**config.mk**
```make
export PLATFORM = sky130hd
export DESIGN_NAME = control_booth
export DESIGN_NICKNAME = d
export VERILOG_FILES = /design/src/rtl/control_booth.sv
export SDC_FILE = /design/constraint.sdc
export NUM_CORES = 1
export LEC_CHECK = 0
export ABC_AREA = 1
export CAP_MARGIN = 30
export CORE_MARGIN = 10
export CORE_UTILIZATION = 30
export DETAILED_ROUTE_END_ITERATION = 8
export PLACE_DENSITY = 0.55
export SETUP_SLACK_MARGIN = 0.4
export SLEW_MARGIN = 30
export SYNTH_ARGS = -nofsm -noshare
export SYNTH_HDL_FRONTEND = slang
export SYNTH_SLANG_ARGS = --single-unit
```
**constraint.sdc**
```tcl
create_clock -name clk -period 3.2 [get_ports clk]
set_input_delay 0.48 -clock clk [delete_from_list [all_inputs] [get_ports clk]]
set_output_delay 0.48 -clock clk [all_outputs]
set_load 0.03 [all_outputs]
```
**src/rtl/control_booth.sv**
```systemverilog
// Radix-2 Booth sequencer for signed ancho x ancho multiplication.
// The iteration count comes from an external down counter: this block
// reloads it in CARGA, steps it once per shift, and polls its `fin`
// flag between iterations.
module control_booth #(
  parameter int ancho = 4
) (
  input  logic                      clk,
  input  logic                      rst,
  input  logic                      inicio,
  input  logic signed [ancho-1:0]   multiplicando,
  input  logic signed [ancho-1:0]   multiplicador,
  input  logic                      fin_cnt,
  output logic                      ini_cnt,
  output logic                      hab_cnt,
  output logic        [ancho-2:0]   n_cnt,
  output logic signed [2*ancho-1:0] producto,
  output logic                      ocupado,
  output logic                      listo
);

  typedef enum logic [2:0] {
    IDLE   = 3'd0,
    CARGA  = 3'd1,
    EVAL   = 3'd2,
    DESPL  = 3'd3,
    REVISA = 3'd4,
    FIN    = 3'd5
  } state_t;

  // The counter counts down from ancho-1 to zero, so it sees ancho steps.
  localparam int unsigned NUM_INI = ancho - 1;

  state_t                 state;
  // A has one guard bit, so M = -2^(ancho-1) can be added or subtracted
  // without overflow.
  logic signed [ancho:0]  a;
  logic signed [ancho:0]  m_ext;
  logic        [ancho-1:0] m;
  logic        [ancho-1:0] q;
  logic                   q_1;

  assign m_ext = {m[ancho-1], m};
  assign n_cnt = NUM_INI[ancho-2:0];

  // The counter controls are decoded from the state, so each is high for
  // exactly one cycle per visit and the two can never overlap.
  assign ini_cnt = (state == CARGA);
  assign hab_cnt = (state == DESPL);

  // Sequencer, datapath and registered status outputs.
  // NOTE: all state uses non-blocking assignments, so every right-hand side
  // reads the value from before this edge. EVAL and DESPL depend on that.
  always_ff @(posedge clk or posedge rst) begin
    if (rst) begin
      state    <= IDLE;
      a        <= '0;
      m        <= '0;
      q        <= '0;
      q_1      <= 1'b0;
      producto <= '0;
      ocupado  <= 1'b0;
      listo    <= 1'b0;
    end else begin
      listo <= 1'b0;
      case (state)
        IDLE: begin
          if (inicio) begin
            state   <= CARGA;
            ocupado <= 1'b1;
          end
        end
        CARGA: begin
          m     <= multiplicando;
          q     <= multiplicador;
          a     <= '0;
          q_1   <= 1'b0;
          state <= EVAL;
        end
        EVAL: begin
          case ({q[0], q_1})
            2'b01:   a <= a + m_ext;
            2'b10:   a <= a - m_ext;
            default: a <= a;
          endcase
          state <= DESPL;
        end
        DESPL: begin
          a     <= {a[ancho], a[ancho:1]};
          q     <= {a[0], q[ancho-1:1]};
          q_1   <= q[0];
          state <= REVISA;
        end
        REVISA: begin
          if (fin_cnt) begin
            // Load the result on entry to FIN so it is valid alongside listo.
            producto <= {a[ancho-1:0], q};
            listo    <= 1'b1;
            state    <= FIN;
          end else begin
            state <= EVAL;
          end
        end
        FIN: begin
          ocupado <= 1'b0;
          state   <= IDLE;
        end
        default: begin
          ocupado <= 1'b0;
          state   <= IDLE;
        end
      endcase
    end
  end

endmodule

```
==> summary.md <==
| Metric | Value |
|---|---|
| Cell family with most CP delay | buffers and inverters |
| WL/cell | 11.6 um |
| DR WL met3 | 167 um |
| Gate power share | 0.612 |
| Post-Syn Area per Cell | 8.73 um2 |
| Synth unique cells | 30 |
| HP Class | flip-flop to flip-flop |
| Port Buf Inserts | 23 |
| Sequential power share | 0.293 |
| Reg area | a little under 700 um2 |
| Initial antenna violation count | 0 |
| 1st-iter DRT viols | 38 |
| Resize count post-CTS | 0 |
| Setup TNS | 0 ns |
| DR vias/cell | around 4.3 |
| Tcrit/Tclk final | 0.769 |
| Largest net degree at the start of global routing | 28 |
| Total Routing Usage GR | 0.0743 |
| Net switching component of the power | 0.990 mW |
| M1 WL | 1.44 mm |
| CP Max Fanout | 12 |
| WHS | 0.487 ns |
| DR top layer | met4 |
| Ant. Diodes | 0 |
| Final Instance Area | 1840 um2 |
| Pint | 1.07 mW |
| CP Data Arrival Time | 1.98 ns |
| Crit path buf inv count | 3 |
| Die height | around 90 um |
| Drt pass-1 iters | 4 |
| CTS Buf Count | 3 |
| Static Leakage | 0.883 nW |
| Dpl ws | 1.06 ns |
| Reg clk slew, reported paths | 0.10 ns |
| Most frequent cells in the layout | nand2_1, inv_1, dfrtp_1, clkdlybuf4s50_1 |
| Sw Ratio | 0.480 |
| Clock Tree Buf Depth | 2 |
| Clock group share of total power | 0.095 |
| DIE AREA | 8270 um2 |
| Final hold vios | 0 |
| Peak Freq | 407 MHz |
| CTS tree | done |
| Total wire length | a little over 3 mm |
| Post-synthesis register bit count | 27 |
| Cts hold-fix bufs | 0 |
| Clk Latency, worst-skew pair | between 0.2 and 0.3 ns |
| Max stage delay on crit path | roughly 0.72 ns |
| Peak supply drop | between 500 and 600 uV |
| CP endpoint kind | output port |
| Routed vias | 1134 |
| CTS root buffer | clkbuf_8 |
| Synth-to-layout area growth | 21.5% |
| H-Tree Depth | 1 |
| Final-report setup violation count | 0 |
| Unrepaired setup endpoints after global routing | no |
| CP max stage cell | clkdlybuf4s50_1 |
| Clk_skew | 0.00916 ns |
| Core ar. | 4790 um2 |
| PnR worst setup slack | about 0.74 ns |
| First-pass GRT wire length | 5.20 mm |
| Status | completed |
| GRT overflow | 0 |
| Crit start category | flip-flop |
| Fin crit period | around 2.5 ns |
| Cell Area, Synth | 1510 um2 |
| Placed cell areas | 1790 um2 |
| Multi-input logic area | approximately 670 um2 |
| Fillers | 503 |
| Leading cell type in the layout, fill and taps excluded | nand2_1 |
| HPWL Detailed | 2.41 mm |
| Ys Warns | 0 |
| Placement Rows | 25 |
| Share of cells above drive strength 1 | 0.137 |
| Sequence of cells on the critical path | inv_2 > nand3_2 > inv_2 > clkdlybuf4s50_1 |
| Mapped Cells | 173 |
| Vias in the first global route | about 1100 |
| Setup Fix Bufs, Post-CTS | 0 |
| CP most frequent cell | inv_2 |
| Required time worst endpoint | ~2.7 ns |
| Power per Cell Area | between 1000 and 1500 nW/um2 |
| WL met2 | 1.45 mm |
| Register area share after synthesis | 0.447 |
| RD Place Congestion | 0.770 |
| CP Class | flip-flop to output port |
| Post-route DRC | 0 |
| DRT antenna net count | 0 |
| Layout net count | around 220 |
| Ports | 27 |
| Initial core utilization | 0.316 |
| Final Max Slew Viols | 0 |
| CTS sink count | 27 |
| MaxCap Viol Count | 0 |
| Die width | 91.0 um |
[layer usage]
layer	global-route usage	vias to the layer above
met1	0.0855	517
met4	0.0117	0
li1	-	595
met2	0.129	20
met3	0.0296	2
met5	0	-
[kinds of logic after synthesis]
kind of cell	count (synthesis)	synth area share
flops	27	0.447
simple gates	68	0.224
buf+inv	37	0.110
xor+xnor	1	0.00580
compound gates	31	0.145
other cells	2	0.00497
fa+ha+maj	7	0.0630
[power groups by stage]
stage,clock (mW),combinational (mW),sequential (mW)
floorplan,0,0.878,0.703
global placement,0,1.27,0.609
detailed placement,0,1.29,0.613
CTS,0.202,1.29,0.607
global route,0.216,1.44,0.626
finish,0.195,1.26,0.604
[synthesized netlist by cell type]
master | instances | share of area
a21oi_2 | 2 | 0.012
xor2_1 | 1 | 0.0058
clkinv_2 | 1 | 0.0033
o221ai_1 | 4 | 0.023
nor2_4 | 1 | 0.0075
nand2_2 | 2 | 0.0083
buf_6 | 2 | 0.015
fa_1 | 1 | 0.013
inv_2 | 4 | 0.0099
nor3_4 | 1 | 0.011
a21oi_1 | 1 | 0.0033
nand3_4 | 2 | 0.023
o21ai_1 | 3 | 0.0099
conb_1 | 2 | 0.0050
a31oi_1 | 2 | 0.0083
a22oi_1 | 1 | 0.0050
o21ai_0 | 6 | 0.020
inv_1 | 27 | 0.067
o211ai_1 | 1 | 0.0050
dfrtp_1 | 27 | 0.45
ha_1 | 6 | 0.050
o22ai_1 | 3 | 0.012
nor2_1 | 8 | 0.020
nand2_4 | 1 | 0.0075
o21ai_2 | 8 | 0.046
buf_4 | 3 | 0.015
nand3b_1 | 2 | 0.0099
nand2_1 | 43 | 0.11
nand3_2 | 1 | 0.0066
nand3_1 | 7 | 0.023
[path summary, 6_finish.rpt]
kind	end	start	cells after the start	slack, ns
min in group asynchronous	q_1	rst	3	0.57
worst max-delay path	ini_cnt	state[2]	4	0.74
worst min-delay path	producto[6]	producto[6]	2	0.49
max in group asynchronous	m[0]	rst	3	2.37
worst max register to register	a[4]	q[0]	13	1.19
worst min register to register	producto[6]	producto[6]	2	0.49
[worst reg2reg max path, cell delays in order (launching register included)]
cell	delay (ns)
dfrtp_1	0.39
ha_1	0.27
a31oi_1	0.20
xor2_1	0.16
inv_1	0.05
ha_1	0.31
nand2_1	0.08
nand2_1	0.04
nor2_1	0.13
inv_1	0.05
nand3_1	0.07
nand2_1	0.06
nand2_1	0.05
nand2_1	0.04
[registers in the layout, summed over array words and instances, names as in the netlist]
signal,count
q,4
q_1,1
m,4
state,3
listo,1
ocupado,1
producto,8
a,5
[cell type report]
class | count | area share
clock buffers | 4 | 0.0245
inverters | 32 | 0.0661
multi-input cells | 110 | 0.366
flip-flops and latches | 27 | 0.368
well taps | 67 | 0.0457
repair buffers | 24 | 0.130
[stage by stage]
stage	cells	util	power, mW
4_1_cts	264	0.384	2.10
3_3_place_gp	260	0.374	1.88
3_5_place_dp	260	0.374	1.90
5_1_grt	264	0.384	2.28
6_report	264	0.384	2.06
2_1_floorplan	174	-	1.58
Note: power is estimated with default switching activity, not from simulation.
